[src/rtl/fetch_queue_pkg.sv]
// Shared fetch-path constants and the fetch-entry record carried through the queue.
package fetch_queue_pkg;

  localparam logic [31:0] NOP_INST = 32'h0000_0013;
  localparam logic [31:0] RESET_PC = 32'h0100_0000;

  typedef struct packed {
    logic [31:0] pc;
    logic [31:0] inst;
  } fetch_entry_t;

endpackage

[src/rtl/fetch_queue_if.sv]
// Fetch-queue signal bundle: PC-stage redirect, instruction-memory port and decode handshake.
interface fetch_queue_if;

  logic        flush;
  logic [31:0] pc_F;
  logic        stall_F;
  logic        imem_rd_en;
  logic [31:0] imem_addr;
  logic [31:0] imem_data;
  logic        dec_valid;
  logic        dec_ready;
  logic [31:0] dec_pc;
  logic [31:0] dec_inst;

  // master: the fetch queue itself; slave: PC stage, memory and decode around it
  modport master (
    input  flush, pc_F, imem_data, dec_ready,
    output stall_F, imem_rd_en, imem_addr, dec_valid, dec_pc, dec_inst
  );

  modport slave (
    output flush, pc_F, imem_data, dec_ready,
    input  stall_F, imem_rd_en, imem_addr, dec_valid, dec_pc, dec_inst
  );

endinterface

[src/rtl/fetch_fifo.sv]
// Circular store of fetched {pc, inst} entries with head/tail pointers and occupancy count.
module fetch_fifo
  import fetch_queue_pkg::fetch_entry_t;
#(
  parameter int DEPTH = 4,
  localparam int PW = $clog2(DEPTH),
  localparam int CW = PW + 1
) (
  input  logic         clock,
  input  logic         reset,
  input  logic         clear,
  input  logic         push,
  input  fetch_entry_t push_entry,
  input  logic         pop,
  output fetch_entry_t head_entry,
  output logic [CW-1:0] count
);

  fetch_entry_t  mem [DEPTH];
  logic [PW-1:0] head;
  logic [PW-1:0] tail;

  // DEPTH is a power of two, so pointer overflow is the modulo wrap
  always_ff @(posedge clock or posedge reset) begin
    if (reset) begin
      head  <= '0;
      tail  <= '0;
      count <= '0;
    end else if (clear) begin
      head  <= '0;
      tail  <= '0;
      count <= '0;
    end else begin
      if (push) tail <= tail + 1'b1;
      if (pop)  head <= head + 1'b1;
      case ({push, pop})
        2'b10:   count <= count + 1'b1;
        2'b01:   count <= count - 1'b1;
        default: count <= count;
      endcase
    end
  end

  always_ff @(posedge clock) begin
    if (push && !clear) mem[tail] <= push_entry;
  end

  assign head_entry = mem[head];

endmodule

[src/rtl/fetch_queue.sv]
// Decoupling queue between the PC stage and decode: issues imem reads, tracks the one in-flight read, buffers returns.
module fetch_queue
  import fetch_queue_pkg::fetch_entry_t, fetch_queue_pkg::RESET_PC;
#(
  parameter int          DEPTH    = 4,
  parameter logic [31:0] NOP_INST = fetch_queue_pkg::NOP_INST
) (
  input  logic          clock,
  input  logic          reset,
  fetch_queue_if.master fq
);

  localparam int CW = $clog2(DEPTH) + 1;

  logic          inflight_valid;
  logic [31:0]   inflight_pc;
  logic [CW-1:0] count;
  logic [CW-1:0] occupancy;
  logic          push;
  logic          pop;
  logic          dec_valid;
  fetch_entry_t  push_entry;
  fetch_entry_t  head_entry;

  // The in-flight read owns a slot, so stalling on count+inflight keeps pushes off a full queue
  assign occupancy     = count + CW'(inflight_valid);
  assign fq.stall_F    = !fq.flush && (occupancy >= CW'(DEPTH));
  assign fq.imem_rd_en = !reset && !fq.flush && !fq.stall_F;
  assign fq.imem_addr  = fq.pc_F;

  assign push       = inflight_valid && !fq.flush;
  assign pop        = dec_valid && fq.dec_ready && !fq.flush;
  assign push_entry = '{pc: inflight_pc, inst: fq.imem_data};

  always_ff @(posedge clock or posedge reset) begin
    if (reset) begin
      inflight_valid <= 1'b0;
      inflight_pc    <= RESET_PC;
    end else begin
      inflight_valid <= fq.imem_rd_en;
      if (fq.imem_rd_en) inflight_pc <= fq.pc_F;
    end
  end

  fetch_fifo #(.DEPTH(DEPTH)) u_fifo (
    .clock      (clock),
    .reset      (reset),
    .clear      (fq.flush),
    .push       (push),
    .push_entry (push_entry),
    .pop        (pop),
    .head_entry (head_entry),
    .count      (count)
  );

  assign dec_valid    = (count != '0);
  assign fq.dec_valid = dec_valid;
  assign fq.dec_pc    = dec_valid ? head_entry.pc   : 32'h0;
  assign fq.dec_inst  = dec_valid ? head_entry.inst : NOP_INST;

endmodule

[src/flat_wrapper.sv]
// flat-port wrapper written by rule: the top's interface ports become plain ports
module fetch_queue_flat import fetch_queue_pkg::fetch_entry_t, fetch_queue_pkg::RESET_PC;
#(
  parameter int          DEPTH    = 4,
  parameter logic [31:0] NOP_INST = fetch_queue_pkg::NOP_INST
)
  (clock, reset, fq_flush, fq_pc_F, fq_imem_data, fq_dec_ready, fq_stall_F, fq_imem_rd_en, fq_imem_addr, fq_dec_valid, fq_dec_pc, fq_dec_inst);
  fetch_queue_if fq_i ();
  input  logic clock;
  input  logic reset;
  input wire logic [$bits(fq_i.flush)-1:0] fq_flush;
  input wire logic [$bits(fq_i.pc_F)-1:0] fq_pc_F;
  input wire logic [$bits(fq_i.imem_data)-1:0] fq_imem_data;
  input wire logic [$bits(fq_i.dec_ready)-1:0] fq_dec_ready;
  output wire logic [$bits(fq_i.stall_F)-1:0] fq_stall_F;
  output wire logic [$bits(fq_i.imem_rd_en)-1:0] fq_imem_rd_en;
  output wire logic [$bits(fq_i.imem_addr)-1:0] fq_imem_addr;
  output wire logic [$bits(fq_i.dec_valid)-1:0] fq_dec_valid;
  output wire logic [$bits(fq_i.dec_pc)-1:0] fq_dec_pc;
  output wire logic [$bits(fq_i.dec_inst)-1:0] fq_dec_inst;
  assign fq_i.flush = fq_flush;
  assign fq_i.pc_F = fq_pc_F;
  assign fq_i.imem_data = fq_imem_data;
  assign fq_i.dec_ready = fq_dec_ready;
  assign fq_stall_F = fq_i.stall_F;
  assign fq_imem_rd_en = fq_i.imem_rd_en;
  assign fq_imem_addr = fq_i.imem_addr;
  assign fq_dec_valid = fq_i.dec_valid;
  assign fq_dec_pc = fq_i.dec_pc;
  assign fq_dec_inst = fq_i.dec_inst;
  fetch_queue #(.DEPTH(DEPTH), .NOP_INST(NOP_INST)) u_core (.clock(clock), .reset(reset), .fq(fq_i));
endmodule
[config.mk]
export PLATFORM = sky130hd
export DESIGN_NAME = fetch_queue_flat
export DESIGN_NICKNAME = d
export VERILOG_FILES = /design/src/rtl/fetch_queue_pkg.sv /design/src/rtl/fetch_queue_if.sv /design/src/rtl/fetch_fifo.sv /design/src/rtl/fetch_queue.sv /design/src/flat_wrapper.sv
export SDC_FILE = /design/constraint.sdc
export NUM_CORES = 1
export LEC_CHECK = 0
export BUFFER_PORTS_ARGS = -buffer_cell sky130_fd_sc_hd__buf_4
export CORE_UTILIZATION = 57
export DETAILED_ROUTE_END_ITERATION = 8
export GPL_TIMING_DRIVEN = 0
export PLACE_DENSITY = 0.87
export SLEW_MARGIN = 25
export SYNTH_ARGS = -nofsm -noshare
export SYNTH_HDL_FRONTEND = slang
export SYNTH_SLANG_ARGS = --single-unit
export TNS_END_PERCENT = 50
[constraint.sdc]
create_clock -name clock -period 2.98 [get_ports clock]
set_input_delay 0.596 -clock clock [delete_from_list [all_inputs] [get_ports clock]]
set_output_delay 0.596 -clock clock [all_outputs]
set_load 0.02 [all_outputs]
Yosys cells after proc, flatten, opt, wreduce, memory -nomap -nowiden --
Memories as Yosys holds them, arrays and structs flattened. Index checks and enable logic that the tools add are counted.
Operators by class: $add $sub $neg 5, $lt $le $gt $ge 1, eq/ne operators 2, multiplexer cells 10, reductions and logical operators 14
Operator list (count):
- $mux 32 | 2
- $mux 2 | 4
- $logic_and 1x1->1 | 7
- $pmux 3 s2 | 1
- $reduce_bool 3->1 | 2
- $add 2x1->2 const B | 2
- $reduce_bool 2->1 | 2
- $add 3x1->3 | 1
- $add 3x1->3 const B | 1
- $ge 3x3->1 const B | 1
- $logic_not 1->1 | 3
- $mux 3 | 1
- $sub 3x1->3 const B | 1
- $eq 2x1->1 const B | 1
- $eq 2x2->1 const B | 1
- $mux 1 | 2
Word-level totals: bits in registers 40, RAM bits 256, input port bits 68, memories kept 1
Memories:
- u_core.u_fifo.mem | words 4, bits a word 64, read ports 1, clocked after Yosys merged registers in 0, write ports 1, RTL line fetch_fifo.sv:19 | fetch_entry_t mem [DEPTH];

Depth between registers and ports, before layout --
Gate-level depths: netlist of the first run.
depth in word-level cells 6, gate-level depth with buffers 8

By module --
Synthesis of the first run repeated with hierarchy kept, for this count alone.
Second synthesis, totals: cell total of the unflattened synthesis 558, area, all modules 11742.5 um^2
By module, submodules not included:
- fetch_fifo | times used 1, cells an instance 376, area each 9660.5 um^2
- fetch_queue | times used 1, cells an instance 182, area each 2082.0 um^2

Least setup slack after synthesis of the first run --
Ideal clock, no wire load.
path kind input port to flip-flop, start input port fq_flush, end memory u_core.u_fifo.mem[0][0] in the netlist's numbering (enable), setup time 0.429 ns, arrival time 2.496 ns, data required time 2.551 ns, setup slack 0.055 ns, cell stages on the path 3, path through clkbuf_1 -> nor2b_1 -> and2_1
On the way: longest elaborated chain between the ends 5
Ends and longest elaborated chain:
- start, declared | RTL line flat_wrapper.sv:11 | input wire logic [$bits(fq_i.flush)-1:0] fq_flush;
- $logic_not 1->1 * | RTL line fetch_fifo.sv:45, fetch_queue.sv:31
- $logic_and 1x1->1 | RTL line fetch_queue.sv:31 | assign push = inflight_valid && !fq.flush;
- $logic_and 1x1->1 * | RTL line fetch_fifo.sv:45 | if (push && !clear) mem[tail] <= push_entry;
- $mux 1 * | RTL line fetch_fifo.sv:45
- $mux 1 (implied by the code) * | RTL line fetch_fifo.sv:45
- end, declared | RTL line fetch_fifo.sv:19
Every way passes the cells marked *; elsewhere a longest branch is shown, timed or not.

Worst setup path after layout of the first run --
start register u_core.u_fifo.head[0], end output port fq_dec_pc[22]
On the way: longest elaborated chain between the ends 2
Ends and longest elaborated chain:
- start, declared | RTL line fetch_fifo.sv:20 | logic [PW-1:0] head;
- start signal, assigned | RTL line fetch_fifo.sv:35 | if (pop) head <= head + 1'b1;
- $mem_v2 4x64
- $mux 32 | RTL line fetch_queue.sv:58 | assign fq.dec_pc = dec_valid ? head_entry.pc : 32'h0;
- end, declared | RTL line flat_wrapper.sv:19 | output wire logic [$bits(fq_i.dec_pc)-1:0] fq_dec_pc;
No other way between the ends.

==> flow_summary.toml, run 1 <==
[global_routing]
grt-busiest-layer = "met2"
antenna_found_initial = 0
grt_usage = 0.220
grt_first_pass_wirelength_um = 35400
grt_max_degree = 42
met3_usage = 0.0392
overflow = 0
first_global_vias = 6361
grt_util_met2 = 0.371
grtUsageMet1 = 0.298

[yosys]
synthesis.nets = 636
seq_area_frac_synth = 0.738
synth_cell_types = 33
syn-cell-area_um2 = 11800
synth.top_cell.area_share = 0.653
netlist_instances = 563
yosys_warnings = 0
avgSynthCellArea_um2 = 20.9
ys_top_cells_by_area = "edfxtp_1 (65%), mux4_2 (12%), dfrtp_1 (8.3%)"
ys_ff_latch = 296
yosysTopAreaCell = "edfxtp_1"

[place]
portBuffers = 166
gp_congestion = 0.756
post_dp_cell_area_um2 = 13500
hpwl_um = 13900

[final_layout]
fin_nets = 839
final_cell_area_um2 = 14500
final_core_util = 0.717
area_growth_pct = 23.2
diodes = 0
drive_gt1_frac = 0.477

[sta]
rsz0062_at_grt = "no"
period_minus_slack_ns = 2.87
maxSlewViolCount = 0
fin_crit_sh = 0.962
max_freq_mhz = 349
relSlewSlack = 0.569
clock_skew_ns = 0.0136
max_slew.worst_pin.slew_ns = 0.647
setup_viol_count_final = 0
hold_viol = 0

[die]
die_area_um2 = 21200
start_util = 0.582
core_um2 = 20200
die_w_um = 146
ios = 167
die_h_um = 146
row_count = 52

[critical_path]
path_buf_inv = 3
critPathKind = "flip-flop to output port"
critPathSlowestCell = "mux4_2"
end_kind = "output port"
path_cells = "buf_6 > buf_6 > mux4_2 > and2_1 > buf_4"
rrSetupSlack_ns = 0.84
reg2regPathDepth = 6
worstPathMaxFanout = 10
slowest_delay_ns = 0.53
reg2reg_from = "u_core.u_fifo.count[1]"
required_ns = 2.38
worstSetupStartpoint = "u_core.u_fifo.head[0]"
reg2reg_to = "u_core.u_fifo.count[2]"
start_kind = "flip-flop"
crit_family = "buffers and inverters"
arrival_ns = 2.27
critPathMostFrequentCell = "buf_6"

[pwr]
ir_worst_vdd_uv = 619
powerDensity_nw_per_um2 = 859
p_leak_nw = 5.37

[drt]
drt_iter0_drc = 324
wl_per_cell_um = 21.4
drt-vias-per-instance = 5.53
routed_wl_um = 22600
first_pass_iters = 5
postRouteAntennaNets = 0
vias = 5849
drc = 0

[clocking]
clock_latency_ns = 0.53
clock-root-buffer = "clkbuf_16"
clkTransAtPathRegs_ns = 0.06
clock_path_buffers = 3
cts-buffers-inserted = 29
holdBufCountCts = 0
cts_tree = "done"
clkSinkCount = 296
htreeDepth = 1

[min_path]
hold_class = "input port to asynchronous set/reset pin"

[run]
cap_violations = 0

[status]
status = "complete, no violations"
layout make-up:
type	count	area, um^2
Buffer	58	414
Clock buffer	31	743
Clock inverter	22	244
Fill cell	1183	5730
Inverter	5	18.8
Multi-Input combinational cell	204	2670
Sequential cell	296	8690
Tap cell	270	338
Timing Repair Buffer	172	1380
power breakdown:
part	internal, W	leakage (nW)	switching (W)
Combinational	0.00175	2.09	0.00180
Clock	0.00223	0.489	0.00149
Sequential	0.00493	2.79	0.000242
synthesized netlist by cell type (all sizes together):
master and instances:
edfxtp 256, and2 65, mux4 64, buf 50, dfrtp 39, mux2 33, nor2 9, clkbuf 8
inv 5, xnor2 5, ha 4, or2 3, xor2 3, a21oi 2, mux2i 2, nand2 2
nand3 2, nor3 2, a22o 1, a22oi 1, dfstp 1, fa 1, nand2b 1, nor2b 1
o21ai 1, o31ai 1, or4b 1
repair_timing:
action / 4_1_cts / 5_1_grt
endpoints found under the setup margin: 62 / 6
resized for setup: 3 / 1
buffers inserted: 0 / 1
metal layers:
metal,vias up,share of wire,wire length (um)
li1,2571,-,-
met1,2991,0.41,9210
met2,240,0.50,11400
met3,47,0.065,1470
met4,0,0.023,513
met5,-,0,0
sequential cells by signal (all words and copies together), names as in the netlist:
name,cells
u_core.u_fifo.count,3
u_core.u_fifo.tail,2
u_core.u_fifo.mem,256
u_core.inflight_pc,32
u_core.inflight_valid,1
u_core.u_fifo.head,2
kinds of logic after synthesis:
family	synth area share
adders and majority gates	0.00595
AOI/OAI and AO/OA	0.00372
and+or+nand+nor	0.0439
DFF	0.738
buffers and inverters	0.0365
muxes	0.165
xor gates and xnor gates	0.00659
how the worst max path moves through the flow:
| stage | cells past startpoint | endpoint | slack [ns] |
|---|---|---|---|
| 3_5_place_dp | 5 | fq_dec_pc[8] | 0.17 |
| 2_1_floorplan | 3 | u_core.u_fifo.mem[0][0] | 0.06 |
| 4_1_cts | 5 | fq_dec_inst[25] | 0.06 |
| 3_3_place_gp | 4 | u_core.u_fifo.mem[0][24] | -1.23 |
| 6_report | 5 | fq_dec_pc[22] | 0.11 |
| 5_1_grt | 5 | fq_dec_pc[18] | 0.000004 |
through the flow:
step                worst slack [ns]  std cells  power [W]  hold WS [ns]  setup TNS [ns]
finish                         0.113       1058     0.0125        0.0759               0
global route              0.00000377       1058     0.0130        0.0917               0
CTS                           0.0644       1057     0.0125        0.0696               0
detailed placement             0.172       1004    0.00879         0.508               0
global placement               -1.23        999    0.00866         0.481         -311.28
floorplan                     0.0551        563    0.00747         0.472               0
worst register-to-register path, stage by stage, from the launching register on:
cell and delay [ns]:
dfrtp_1 0.49, o31ai_2 0.49, nor3_1 0.12, fa_1 0.45
a21oi_1 0.17, a22o_1 0.17, a21oi_1 0.09
placed cells by master, fill, tap and decap left out, types with 4 or more instances in the layout:
cell type  synthesis  routed
mux2_1             4       4
clkbuf_16          0      29
xnor2_1            5       5
and2_4             0       4
and2_1            65      61
mux2_4            29      29
clkinv_2           0      10
dfrtp_1           39      39
mux4_2            64      64
clkbuf_1           8       9
nor2_1             9       9
bufinv_16          0       5
buf_2             10      10
ha_1               4       4
buf_6              8       7
buf_4             32     199
edfxtp_1         256     256
buf_16             0       4
Power figures use the tool's default switching activity.
==> run 2: changes to the inputs <==
Settings changed: CORE_UTILIZATION 57 to 30, PLACE_DENSITY 0.87 to 0.55.
==> run 2 against run 1 <==
Largest cell class unchanged. Total power up 0.41%. Clock power about the same. Final cell count up 24%.
==> flow_summary.toml, run 2 (same netlist as run 1, synthesis figures left out) <==
[die]
row_count = 72
start_util = 0.305
die_w_um = 200
die_h_um = 200
die_area_um2 = 40000
core_um2 = 38600
ios = 167

[clocking]
clock_path_buffers = 3
clock_latency_ns = 0.56
cts_tree = "done"
clkSinkCount = 296
clock-root-buffer = "clkbuf_16"
holdBufCountCts = 0
cts-buffers-inserted = 31
htreeDepth = 1
clkTransAtPathRegs_ns = 0.06

[run]
cap_violations = 0

[final_layout]
diodes = 0
final_cell_area_um2 = 14800
multi_input_area_um2 = 2670
largestRegisters = "u_core.u_fifo.mem (256), u_core.inflight_pc (32), u_core.u_fifo.count (3)"
top_register = "u_core.u_fifo.mem"
final_common_cell = "edfxtp_1"
drive_gt1_frac = 0.470
fin_nets = 839
largest_reg_flops = 256
stdcell_count = 1307
area_growth_pct = 25.8
regArea_um2 = 8690
final_cell_mix = "edfxtp_1 (256), buf_4 (198), mux4_2 (64)"
num-fill-cells = 3520

[drt]
wl_per_cell_um = 18.9
postRouteAntennaNets = 0
first_pass_iters = 4
routed_wl_um = 24700
drt_iter0_drc = 238
vias = 5689
drt-vias-per-instance = 4.35
drc = 0

[sta]
period_minus_slack_ns = 2.85
rsz0062_at_grt = "yes"
fin_crit_sh = 0.956
setup_viol_count_final = 0
maxSlewViolCount = 0
max_slew.worst_pin.slew_ns = 0.734
hold_viol = 0
timing.hold.ws_ns = 0.139
max_freq_mhz = 351
relSlewSlack = 0.511
final.setup.worst_slack_ns = 0.130
clock_skew_ns = 0.0108

[global_routing]
grt_max_degree = 41
grt-busiest-layer = "met2"
grt_usage = 0.126
grtUsageMet1 = 0.164
grt_util_met2 = 0.215
met3_usage = 0.0222
first_global_vias = 5960
overflow = 0
grt_first_pass_wirelength_um = 36900
antenna_found_initial = 0

[place]
post_dp_cell_area_um2 = 13800
portBuffers = 166
post-place-cells = 1251
hpwl_um = 15000
gp_congestion = 0.664
post-place-ws_ns = 0.0540

[critical_path]
required_ns = 2.38
slowest_delay_ns = 0.55
path_buf_inv = 2
arrival_ns = 2.25
critPathKind = "flip-flop to output port"
critPathSlowestCell = "mux4_2"
worstPathMaxFanout = 10
end_kind = "output port"
start_kind = "flip-flop"
crit_family = "multiplexers"
path_cells = "buf_2 > mux4_2 > and2_1 > buf_4"

[status]
status = "complete, no violations"

[pwr]
ir_worst_vdd_uv = 521
p_seq_frac = 0.413
switchingPower_w = 0.00358
internal_power_w = 0.00892
swShare = 0.286
p_clk_frac = 0.297
p_leak_nw = 5.36
powerDensity_nw_per_um2 = 844
power.share.combinational = 0.290

[min_path]
hold_class = "input port to asynchronous set/reset pin"
## run 2: changes by cell type in the layout (fill, tap and decap cells not counted), sizes merged
cell	change
buf	-6
clkinvlp	-1
clkinv	-6
clkbuf	+16
bufinv	-2
## run 2: path summary, 6_finish.rpt
kind                                        from                  endpoint  slack (ns)  depth (start not counted)
setup / recovery           u_core.u_fifo.head[0]           fq_dec_inst[14]        0.13                          4
hold / removal                             reset    u_core.inflight_pc[26]        0.14                          2
setup reg to reg           u_core.inflight_valid  u_core.u_fifo.mem[1][62]        0.82                          4
hold reg to reg            u_core.inflight_pc[0]  u_core.u_fifo.mem[1][32]        0.52                          0
max in group asynchronous                  reset    u_core.inflight_pc[19]        2.43                          2
min in group clock              fq_imem_data[24]  u_core.u_fifo.mem[0][24]        0.24                          1
## run 2: stage by stage
| stage | total power (W) | TNS [ns] | utilization |
|---|---|---|---|
| floorplan | 0.00747 | 0 | - |
| global placement | 0.00890 | -448.19 | 0.354 |
| detailed placement | 0.00893 | 0 | 0.357 |
| CTS | 0.0127 | 0 | 0.382 |
| global route | 0.0132 | -0.00749 | 0.383 |
| finish | 0.0125 | 0 | 0.383 |
## run 2: area by class of cell
| cell class | instances | share of cell area |
|---|---|---|
| flip-flops and latches | 296 | 0.587 |
| multi-input cells | 204 | 0.180 |
| repair buffers | 170 | 0.0911 |
| clock buffers | 43 | 0.0568 |
| well taps | 518 | 0.0438 |
| plain buffers | 58 | 0.0304 |
| clock inverters | 13 | 0.00946 |
| inverters | 5 | 0.00144 |
## run 2: power groups by stage
| stage | Clock, W | Sequential [W] | Combinational [W] |
|---|---|---|---|
| floorplan | 0 | 0.00516 | 0.00230 |
| global placement | 0 | 0.00523 | 0.00366 |
| detailed placement | 0 | 0.00524 | 0.00369 |
| CTS | 0.00385 | 0.00516 | 0.00371 |
| global route | 0.00400 | 0.00521 | 0.00395 |
| finish | 0.00372 | 0.00516 | 0.00362 |
## run 2: timing repair
| action | in CTS | in global routing |
|---|---|---|
| gates resized for setup | 5 | 16 |
| setup buffers | 0 | 0 |
| hold endpoints to repair | 0 | 0 |
| gates cloned | 0 | 0 |
| setup endpoints to repair | 62 | 45 |
| pin swaps | 0 | 0 |
## run 2: per-layer routing
layer | wire length, um | vias to the layer above | part of all wire
met2 | 12300 | 151 | 0.50
met1 | 10800 | 2921 | 0.44
li1 | - | 2583 | -
met5 | 0 | - | 0
met4 | 506 | 0 | 0.021
met3 | 1060 | 34 | 0.043
